**src/rtl/fft_frame_sequencer.sv**
```systemverilog
// fft_frame_sequencer
// Trigger-driven gating of a two-samples-per-clock stream into FFT frames.
// A rising trigger starts a sequence: a programmable delay, then one or more
// frames of FRAME_LEN clocks each. A frame starts only once the FFT core is
// ready, and it always runs to completion once started. All outputs are
// registered, so they follow the accepted samples by one clock.
// Optional feature macro: FRAME_SEQ_TRIG_LOST_CNT_EN adds trig_lost_cnt_o,
// a saturating 16-bit count of ignored triggers.
module fft_frame_sequencer #(
    parameter int FRAME_LEN = 512,
    parameter int DW        = 16
) (
    input  logic                 clk_i,
    input  logic                 rst_i,
    input  logic                 trig_i,
    input  logic [15:0]          cfg_delay_i,
    input  logic [7:0]           cfg_frames_i,
    input  logic                 fft_ready_i,
    input  logic signed [DW-1:0] x0_i,
    input  logic signed [DW-1:0] x0z_i,
    output logic signed [DW-1:0] y0_o,
    output logic signed [DW-1:0] y0z_o,
    output logic                 frame_valid_o,
    output logic                 frame_start_o,
    output logic                 frame_last_o,
    output logic [7:0]           frame_idx_o,
    output logic                 busy_o,
    output logic                 done_o,
`ifdef FRAME_SEQ_TRIG_LOST_CNT_EN
    output logic                 trig_lost_o,
    output logic [15:0]          trig_lost_cnt_o
`else
    output logic                 trig_lost_o
`endif
);

    typedef enum logic [1:0] {
        S_IDLE,
        S_DELAY,
        S_WAIT_RDY,
        S_STREAM
    } state_t;

    localparam int            CW       = (FRAME_LEN > 1) ? $clog2(FRAME_LEN) : 1;
    localparam logic [CW-1:0] LAST_SMP = CW'(FRAME_LEN - 1);

    state_t               state_q;
    logic [15:0]          dly_cnt_q;
    logic [CW-1:0]        smp_cnt_q;
    logic [7:0]           frames_q;
    logic [7:0]           idx_q;
    logic                 trig_prev_q;

    logic signed [DW-1:0] y0_q;
    logic signed [DW-1:0] y0z_q;
    logic                 valid_q;
    logic                 start_q;
    logic                 last_q;
    logic [7:0]           idx_out_q;
    logic                 busy_q;
    logic                 done_q;
    logic                 lost_q;

    logic                 trig_edge;

    // The previous-trigger register resets high, so a trigger level held
    // through reset is not mistaken for a fresh edge.
    assign trig_edge = trig_i & ~trig_prev_q;

    // Sequencer FSM together with every registered output.
    always_ff @(posedge clk_i) begin
        if (rst_i) begin
            state_q     <= S_IDLE;
            dly_cnt_q   <= '0;
            smp_cnt_q   <= '0;
            frames_q    <= '0;
            idx_q       <= '0;
            trig_prev_q <= 1'b1;
            y0_q        <= '0;
            y0z_q       <= '0;
            valid_q     <= 1'b0;
            start_q     <= 1'b0;
            last_q      <= 1'b0;
            idx_out_q   <= '0;
            busy_q      <= 1'b0;
            done_q      <= 1'b0;
            lost_q      <= 1'b0;
        end else begin
            trig_prev_q <= trig_i;

            // Outputs idle unless a sample is being passed this cycle.
            y0_q      <= '0;
            y0z_q     <= '0;
            valid_q   <= 1'b0;
            start_q   <= 1'b0;
            last_q    <= 1'b0;
            idx_out_q <= '0;
            done_q    <= 1'b0;
            lost_q    <= 1'b0;
            busy_q    <= (state_q != S_IDLE);

            case (state_q)
                S_IDLE: begin
                    if (trig_edge) begin
                        // done_q high means the last sample of the previous
                        // sequence is on the outputs right now; a trigger here
                        // is treated as overlapping that sequence.
                        if (done_q) begin
                            lost_q <= 1'b1;
                        end else if (cfg_frames_i != 8'd0) begin
                            dly_cnt_q <= cfg_delay_i;
                            frames_q  <= cfg_frames_i;
                            idx_q     <= '0;
                            state_q   <= S_DELAY;
                        end
                    end
                end

                S_DELAY: begin
                    lost_q <= trig_edge;
                    if (dly_cnt_q == 16'd0) begin
                        state_q <= S_WAIT_RDY;
                    end else begin
                        dly_cnt_q <= dly_cnt_q - 16'd1;
                    end
                end

                S_WAIT_RDY: begin
                    lost_q <= trig_edge;
                    if (fft_ready_i) begin
                        smp_cnt_q <= '0;
                        state_q   <= S_STREAM;
                    end
                end

                S_STREAM: begin
                    lost_q    <= trig_edge;
                    y0_q      <= x0_i;
                    y0z_q     <= x0z_i;
                    valid_q   <= 1'b1;
                    start_q   <= (smp_cnt_q == '0);
                    last_q    <= (smp_cnt_q == LAST_SMP);
                    idx_out_q <= idx_q;
                    if (smp_cnt_q == LAST_SMP) begin
                        smp_cnt_q <= '0;
                        if (idx_q + 8'd1 == frames_q) begin
                            done_q  <= 1'b1;
                            state_q <= S_IDLE;
                        end else begin
                            // Ready is only consulted at the frame boundary;
                            // a drop mid-frame never interrupts the frame.
                            idx_q <= idx_q + 8'd1;
                            if (!fft_ready_i) begin
                                state_q <= S_WAIT_RDY;
                            end
                        end
                    end else begin
                        smp_cnt_q <= smp_cnt_q + CW'(1);
                    end
                end

                default: state_q <= S_IDLE;
            endcase
        end
    end

    assign y0_o          = y0_q;
    assign y0z_o         = y0z_q;
    assign frame_valid_o = valid_q;
    assign frame_start_o = start_q;
    assign frame_last_o  = last_q;
    assign frame_idx_o   = idx_out_q;
    assign busy_o        = busy_q;
    assign done_o        = done_q;
    assign trig_lost_o   = lost_q;

`ifdef FRAME_SEQ_TRIG_LOST_CNT_EN
    logic [15:0] lost_cnt_q;
    logic [15:0] lost_cnt_d;

    function automatic logic [15:0] sat_inc16(input logic [15:0] v);
        return (v == 16'hFFFF) ? v : v + 16'd1;
    endfunction

    // Next count: one step per trig_lost_o pulse, held at full scale.
    always_comb begin
        lost_cnt_d = lost_cnt_q;
        if (lost_q) begin
            lost_cnt_d = sat_inc16(lost_cnt_q);
        end
    end

    // Count register; only reset clears it.
    always_ff @(posedge clk_i) begin
        if (rst_i) begin
            lost_cnt_q <= '0;
        end else begin
            lost_cnt_q <= lost_cnt_d;
        end
    end

    assign trig_lost_cnt_o = lost_cnt_q;
`endif

endmodule

```
**config.mk**
```make
export PLATFORM = sky130hd
export DESIGN_NAME = fft_frame_sequencer
export DESIGN_NICKNAME = d
export VERILOG_FILES = /design/src/rtl/fft_frame_sequencer.sv
export SDC_FILE = /design/constraint.sdc
export NUM_CORES = 1
export LEC_CHECK = 0
export CORE_ASPECT_RATIO = 2
export CORE_MARGIN = 2
export CORE_UTILIZATION = 48
export CTS_CLUSTER_SIZE = 24
export DETAILED_ROUTE_END_ITERATION = 10
export GPL_TIMING_DRIVEN = 0
export PLACE_DENSITY = 0.91
export SYNTH_ARGS = -nofsm -noshare
export SYNTH_HDL_FRONTEND = slang
export SYNTH_SLANG_ARGS = --single-unit
```
**constraint.sdc**
```tcl
create_clock -name clk_i -period 3.7 [get_ports clk_i]
set_clock_uncertainty 0.2 [all_clocks]
set_input_delay 0.74 -clock clk_i [delete_from_list [all_inputs] [get_ports clk_i]]
set_output_delay 0.74 -clock clk_i [all_outputs]
set_load 0.02 [all_outputs]
```
## After elaboration in Yosys (flattened, before gate mapping)

Index checks and enable logic that the tools add are counted.

- Word-level logic and storage cells: 81
- Bits in registers: 90
- Output and inout port bits: 46

- Multiplexer cells: 28
- Reductions and logical operators: 16
- Add/sub/neg operators: 3
- Bitwise operators: 5
- Equality and inequality tests: 14

Operators by type and width:

| cell | number |
|---|---|
| $mux W16 | 4 |
| $mux W8 | 5 |
| $pmux W16 S2 | 1 |
| $mux W9 | 2 |
| $pmux W9 S2 | 1 |
| $logic_not A16 Y1 | 1 |
| $mux W2 | 8 |
| $ne A2 B2 Y1 const B | 8 |
| $pmux W8 S2 | 1 |
| $sub A16 B1 Y16 const B | 1 |
| $add A9 B1 Y9 const B | 1 |
| $eq A9 B9 Y1 const B | 1 |
| $logic_not A9 Y1 | 1 |
| $add A8 B1 Y8 const B | 1 |
| $eq A8 B8 Y1 | 1 |
| $pmux W2 S4 | 1 |
| $reduce_bool A2 Y1 | 4 |
| $reduce_bool A8 Y1 | 1 |
| $reduce_and A7 Y1 | 1 |
| $reduce_and A6 Y1 | 1 |
| $reduce_or A3 Y1 | 2 |
| $reduce_and A5 Y1 | 1 |
| $eq A2 B2 Y1 const B | 2 |
| $mux W1 | 4 |
| 9 further kinds | 12 |

## Longest topological paths before layout

Gate-level depths: netlist (run 1).

- Word-level depth: 5
- Mapped depth: 10
- Mapped depth without buffers: 9

## Worst setup path before layout (run 1)

Ideal clock, no wire load.

- Kind: flip-flop to flip-flop
- Start: reg dly_cnt_q[0]
- End: reg dly_cnt_q[11]
- Buffers on the path: 2
- Clock period less this slack: 2.609 ns
- Required time: 3.368 ns
- Setup slack: 1.091 ns
- Library setup time: 0.132 ns
- Stages on the path, launching flop included: 11
- Arrival: 2.277 ns
- Path through: dfxtp_1 -> inv_1 -> ha_1 -> or4b_1 -> clkbuf_1 -> or4_4 -> o31ai_2 -> o21ai_1 -> clkbuf_1 -> nand2_1 -> a21oi_1

- Word-level cells in the longest chain between the ends: 3
- Elaborated cells between the ends (all ways): 6

Ends and longest elaborated chain:

| item | line | RTL |
|---|---|---|
| start: declaration | 48 | `logic [15:0] dly_cnt_q;` |
| start signal: assignment | 111 | `dly_cnt_q <= cfg_delay_i;` |
| start signal: assignment | 124 | `dly_cnt_q <= dly_cnt_q - 16'd1;` |
| $sub A16 B1 Y16 or $logic_not A16 Y1 (tied branches) | 124, 121 |  |
| $mux W16 or $ne A2 B2 Y1 (tied branches) | - |  |
| $pmux W16 S2 or $reduce_and A5 Y1 (tied branches) | - |  |

Parallel ways exist; a longest one is shown, timed or not. The select of a mux whose other input is x is not followed.
A chain may end at the register's enable or synchronous reset.

## Final worst setup path (run 1)

Ends and elaborated chain as after synthesis.

==> results.ini, run 1 <==
[layout]
diodes=0
nFillCells=666
seq_area_sq_um=1800
area_growth_pct=38.4
stdcell_area_sq_um=5280
multi_input_area_sq_um=1870
nets=613
layout-drive-gt1-share=0.0542
fin_cells=649

[die]
die_area_sq_um=8720
core-area_sq_um=7830
ios=106
rows=46
die_w_um=67.1
dieHeight_um=130
start_util=0.488

[global_route]
first_global_vias=3220
grt_max_degree=16
track_usage=0.221
grt_remaining_overflow=0
grt_first_pass_wirelength_um=14800
antenna_found_initial=0

[critical_path]
cp.arrival_ps=3060
critPathLaunchType=flop
crit_path_start=dly_cnt_q[0]$_SDFFE_PP0P_
path_class=reg -> reg
r2r-start=dly_cnt_q[0]$_SDFFE_PP0P_
endpoint_kind=flop
crit_fanout=10
required_ps=3700

[drt]
drc_errors=0
drtPass1Iterations=5
via_per_inst=5.47
avgRoutedWirePerCell_um=14.2
drtIter0Drc=183
ant_nets=0
via_count=3550
drt-total-wl_um=9240

[yosys]
synth.area.top_cells=dfxtp_1 47%, and2_1 6.6%, nand2_1 3.8%
synthFlopType=dfxtp_1
yosys_warnings=0
synth_common_cells=90 x dfxtp_1, 40 x and2_1, 39 x nand2_1
synthCells=432
ys_ff_latch=90
synth_area_per_cell_sq_um=8.83
seq_area_frac_synth=0.472
synth_edf_count=0
synth.top_cell.area_share=0.472
synthArstFlopShare=0
yosysTopAreaCell=dfxtp_1
synthesis.area_sq_um=3820
ys_types=60
syn_nets=497
yosysMostFrequentCell=dfxtp_1

[power_and_ir_drop]
ir_drop_uv=416
power_w=0.00256
power_density_nw_per_um2=485
p_leak_nw=2.03

[outcome]
status=completed

[sta]
worstMarginPinSlew_ps=798
rsz0062_at_grt=no
relSlewSlack=0.464
finalCritPeriodShare=0.827
fin_ws_ps=639
fmax_mhz=327
finalHoldViolations=0
finalMaxSlewViolations=0
fin_setup_tns_ps=0
setup_viol=0
period_minus_slack_ps=3060

[cts]
post-cts-setup-buffers=0
clockBufferDepth=2
clk_pin_slew_ps=60
cts_tree=yes
clk_latency_ps=340
cts_resized=0
htree_levels=3
numCtsBuffers=9
cts_sinks=90
cts_root_buf=clkbuf_16
cts_hold_buf=0

[placement]
gp_congestion=0.879
place_hpwl_um=6730
io_buffers=105
dp.cells=633
post-place-ws_ps=424
place_area_sq_um=4990

[hold_path]
hold_start=dly_cnt_q[10]$_SDFFE_PP0P_
hold_path_class=reg -> reg

[run]
maxCapViolCount=0

-- final cells by class --
class                           instances  area share
Sequential cell                        90       0.341
Timing Repair Buffer                  105       0.199
Tap cell                               96      0.0227
Clock buffer                           11      0.0441
Inverter                                8     0.00568
Buffer                                 26      0.0211
Clock inverter                          5      0.0118
Multi-Input combinational cell        308       0.355
-- final timing paths --
| kind | to | slack [ps] | cells after the start |
|---|---|---|---|
| setup reg to reg | dly_cnt_q[11]$_SDFFE_PP0P_ | 640 | 10 |
| hold / removal | dly_cnt_q[10]$_SDFFE_PP0P_ | 280 | 2 |
| hold reg to reg | dly_cnt_q[10]$_SDFFE_PP0P_ | 280 | 2 |
| setup / recovery | dly_cnt_q[11]$_SDFFE_PP0P_ | 640 | 10 |
-- kinds of logic (layout without fill, tap and decap cells) --
group,Yosys count,count (layout),share of synthesized area
multiplexers,8,8,0.0210
flip-flops,90,90,0.472
AND/OR/NAND/NOR,191,191,0.264
XOR/XNOR,12,12,0.0311
adder cells (fa/ha/maj),5,5,0.0164
AO/OA/AOI/OAI,92,92,0.158
buffers and inverters,34,155,0.0370
-- power breakdown --
| part | leakage (nW) | internal (W) | switching, W |
|---|---|---|---|
| Combinational | 1.17 | 0.000248 | 0.000341 |
| Clock | 0.136 | 0.000527 | 0.000375 |
| Sequential | 0.728 | 0.00102 | 0.0000501 |
| Total | 2.03 | 0.00180 | 0.000765 |
-- registers in the layout, summed over array words and instances, names as in the netlist --
register and flops:
busy_o 1, dly_cnt_q 16, done_o 1, trig_lost_o 1, frame_start_o 1, trig_prev_q 1, state_q 2, y0z_o 16
frame_idx_o 8, smp_cnt_q 9, y0_o 16, frame_valid_o 1, frames_q 8, idx_q 8, frame_last_o 1
-- cell usage in the layout (no fill, tap or decap), drive strengths merged, types with 5 or more instances in the layout --
master | Yosys | final
mux2i | 8 | 8
xor2 | 8 | 8
a21o | 5 | 5
ha | 5 | 5
nand3 | 10 | 10
or4 | 5 | 5
buf | 8 | 8
nor4 | 6 | 6
nand2 | 39 | 39
and3 | 7 | 7
o21a | 5 | 5
and2 | 40 | 40
nor2 | 38 | 38
nor3 | 12 | 12
o21ai | 25 | 25
or3 | 5 | 5
a21oi | 25 | 25
dfxtp | 90 | 90
nand2b | 5 | 5
inv | 8 | 9
clkbuf | 18 | 29
clkdlybuf4s50 | 0 | 105
-- through the flow --
stage	hold slack, ps	utilization
floorplan	249	-
global placement	259	0.637
detailed placement	269	0.637
CTS	281	0.675
global route	289	0.675
finish	282	0.675
-- layer usage --
metal / wire length (um) / GRT usage / vias to the layer above / share of wire
met3: 636 / 0.0500 / 21 / 0.069
met2: 4770 / 0.368 / 149 / 0.52
met4: 163 / 0.0840 / 0 / 0.018
met5: 0 / 0 / - / 0
li1: - / - / 1741 / -
met1: 3670 / 0.273 / 1639 / 0.40
-- worst max-delay path, stage by stage, from the launching register on --
cell	delay (ps)
dfxtp_1	340
inv_1	80
ha_1	240
or4b_1	460
clkbuf_1	190
or4_4	470
o31ai_2	220
o21ai_1	230
clkbuf_1	290
nand2_1	130
a21oi_1	70
Note: power is estimated with default switching activity, not from simulation.
==> inputs of run 2 (changes only) <==
--- a/config.mk
+++ b/config.mk
@@ -7,11 +7,11 @@
 export LEC_CHECK = 0
 export CORE_ASPECT_RATIO = 2
 export CORE_MARGIN = 2
-export CORE_UTILIZATION = 48
+export CORE_UTILIZATION = 43
 export CTS_CLUSTER_SIZE = 24
 export DETAILED_ROUTE_END_ITERATION = 10
 export GPL_TIMING_DRIVEN = 0
-export PLACE_DENSITY = 0.91
+export PLACE_DENSITY = 0.87
 export SYNTH_ARGS = -nofsm -noshare
 export SYNTH_HDL_FRONTEND = slang
 export SYNTH_SLANG_ARGS = --single-unit
==> constraint.sdc (replaced) <==
create_clock -name clk_i -period 2.8 [get_ports clk_i]
set_clock_uncertainty 0.2 [all_clocks]
set_input_delay 0.56 -clock clk_i [delete_from_list [all_inputs] [get_ports clk_i]]
set_output_delay 0.56 -clock clk_i [all_outputs]
set_load 0.02 [all_outputs]
==> results.ini, run 2 (synthesis gave the netlist of run 1 again) <==
[placement]
place_hpwl_um=7720  ; was 6730 um
gp_congestion=0.898  ; was 0.879
post-place-ws_ps=-287  ; was 424 ps
place_area_sq_um=4990  ; about the same
io_buffers=105  ; unchanged

[cts]
cts_tree=yes  ; unchanged
numCtsBuffers=9  ; unchanged
cts_hold_buf=0  ; unchanged
clk_latency_ps=350  ; was 340 ps
cts_root_buf=clkbuf_16  ; unchanged
cts_sinks=90  ; unchanged
clockBufferDepth=2  ; unchanged
htree_levels=3  ; unchanged
clk_pin_slew_ps=70  ; was 60 ps

[critical_path]
critPathBufInv=2  ; was 3
critPathSlowestCell=or4_4  ; unchanged
r2r_cells=9  ; was 10
path_class=reg -> reg  ; unchanged
critPathMaxStageDelay_ps=560  ; was 470 ps
crit_fanout=5  ; was 10
path_cells=inv_2 -> ha_4 -> or4b_4 -> or4_4 -> o31ai_4 -> and2b_2 -> buf_4 -> o21ai_0 -> a21oi_1  ; was inv_1 -> ha_1 -> or4b_1 -> clkbuf_1 -> or4_4 -> o31ai_2 -> o21ai_1 -> clkbuf_1 -> nand2_1 -> a21oi_1
cp.depth=9  ; was 10
cp_top_family=simple AND/OR/NAND/NOR gates  ; unchanged
critPathLaunchType=flop  ; unchanged
required_ps=2880  ; was 3700 ps
cp.arrival_ps=2820  ; was 3060 ps
endpoint_kind=flop  ; unchanged

[sta]
relSlewSlack=0.542  ; was 0.464
fin_setup_tns_ps=0  ; unchanged
setup_viol=0  ; unchanged
worstMarginPinSlew_ps=687  ; was 798 ps
period_minus_slack_ps=2750  ; was 3060 ps
finalCritPeriodShare=0.980  ; was 0.827
finalMaxSlewViolations=0  ; unchanged
fmax_mhz=364  ; was 327 MHz
fin_ws_ps=55.0  ; was 639 ps
finalHoldViolations=0  ; unchanged
hold_slack_ps=298  ; was 282 ps

[die]
core-area_sq_um=8650  ; was 7830 sq um
die_area_sq_um=9690  ; was 8720 sq um
rows=48  ; was 46
ios=106  ; unchanged
die_w_um=70.6  ; was 67.1 um
dieHeight_um=137  ; was 130 um
start_util=0.441  ; was 0.488

[global_route]
track_usage=0.213  ; was 0.221
grt_first_pass_wirelength_um=16400  ; was 14800 um
grt_remaining_overflow=0  ; unchanged
grt_max_degree=19  ; was 16
first_global_vias=3646  ; was 3220
antenna_found_initial=0  ; unchanged

[drt]
drtPass1Iterations=5  ; unchanged
drt-total-wl_um=10500  ; was 9240 um
drc_errors=0  ; unchanged
via_per_inst=5.57  ; was 5.47
avgRoutedWirePerCell_um=16.0  ; was 14.2 um
via_count=3672  ; was 3550
drtIter0Drc=239  ; was 183
ant_nets=0  ; unchanged

[layout]
area_growth_pct=41.4  ; was 38.4%
final_common_cell=clkdlybuf4s50_1  ; unchanged
layout_common_cells=105 x clkdlybuf4s50_1, 87 x dfxtp_1, 40 x and2_1  ; was 105 x clkdlybuf4s50_1, 90 x dfxtp_1, 40 x and2_1
stdcell_area_sq_um=5400  ; was 5280 sq um
diodes=0  ; unchanged
layout-drive-gt1-share=0.0930  ; was 0.0542
nets=619  ; was 613

[run]
maxCapViolCount=0  ; unchanged

[power_and_ir_drop]
p_leak_nw=2.08  ; was 2.03 nW
power_density_nw_per_um2=654  ; was 485 nW/um^2
ir_drop_uv=430  ; was 416 uV

[outcome]
status=completed  ; unchanged

[hold_path]
hold_path_class=reg -> reg  ; unchanged
holdPathStages=2  ; unchanged

## run 2: cell types whose count changed in the layout (fill, tap and decap cells not counted), sizes merged
cell,previous run,this run
bufinv,1,0
buf,8,16
clkbuf,29,25
inv,9,13
clkinvlp,2,1
## run 2: layout make-up
type	instances	area [sq um]
Fill cell	721	3250
Multi-Input combinational cell	308	1930
Sequential cell	90	1810
Timing Repair Buffer	112	1100
Clock buffer	9	225
Tap cell	100	125
Buffer	25	113
Clock inverter	7	67.6
Inverter	8	30.0
## run 2: final timing paths
check                             from                          to  slack, ps
min reg2reg  dly_cnt_q[0]$_SDFFE_PP0P_   dly_cnt_q[0]$_SDFFE_PP0P_        300
max reg2reg  dly_cnt_q[1]$_SDFFE_PP0P_  dly_cnt_q[13]$_SDFFE_PP0P_         50
min          dly_cnt_q[0]$_SDFFE_PP0P_   dly_cnt_q[0]$_SDFFE_PP0P_        300
max          dly_cnt_q[1]$_SDFFE_PP0P_  dly_cnt_q[13]$_SDFFE_PP0P_         50
## run 2: timing repair
item | in CTS | in global routing
pin swaps | 0 | 5
setup endpoints to repair | 21 | 23
buffers inserted | 1 | 5
cloned | 0 | 1
gates resized for setup | 5 | 18
## run 2: where the power goes
group | leakage (nW) | internal (W) | switching (W)
combinational | 1.21 | 0.000404 | 0.000515
clock | 0.142 | 0.000628 | 0.000555
sequential | 0.729 | 0.00135 | 0.0000758
total | 2.08 | 0.00239 | 0.00115
## run 2: routing by layer
layer / vias up / part of all wire / track usage
li1: 1753 / - / -
met1: 1699 / 0.36 / 0.201
met2: 175 / 0.53 / 0.398
met3: 45 / 0.062 / 0.0534
met4: 0 / 0.047 / 0.138
met5: - / 0 / 0
## run 2: worst register-to-register path, stage by stage, from the launching register on
cell and delay, ps:
dfxtp_2 330, inv_2 70, ha_4 140, or4b_4 470, or4_4 560, o31ai_4 240, and2b_2 240, buf_4 140
o21ai_0 120, a21oi_1 160
## run 2: stage by stage
step	utilization	cells	power (W)
CTS	0.613	653	0.00343
global placement	0.577	637	0.00220
finish	0.624	659	0.00353
floorplan	-	432	0.00196
global route	0.624	659	0.00369
detailed placement	0.577	637	0.00223
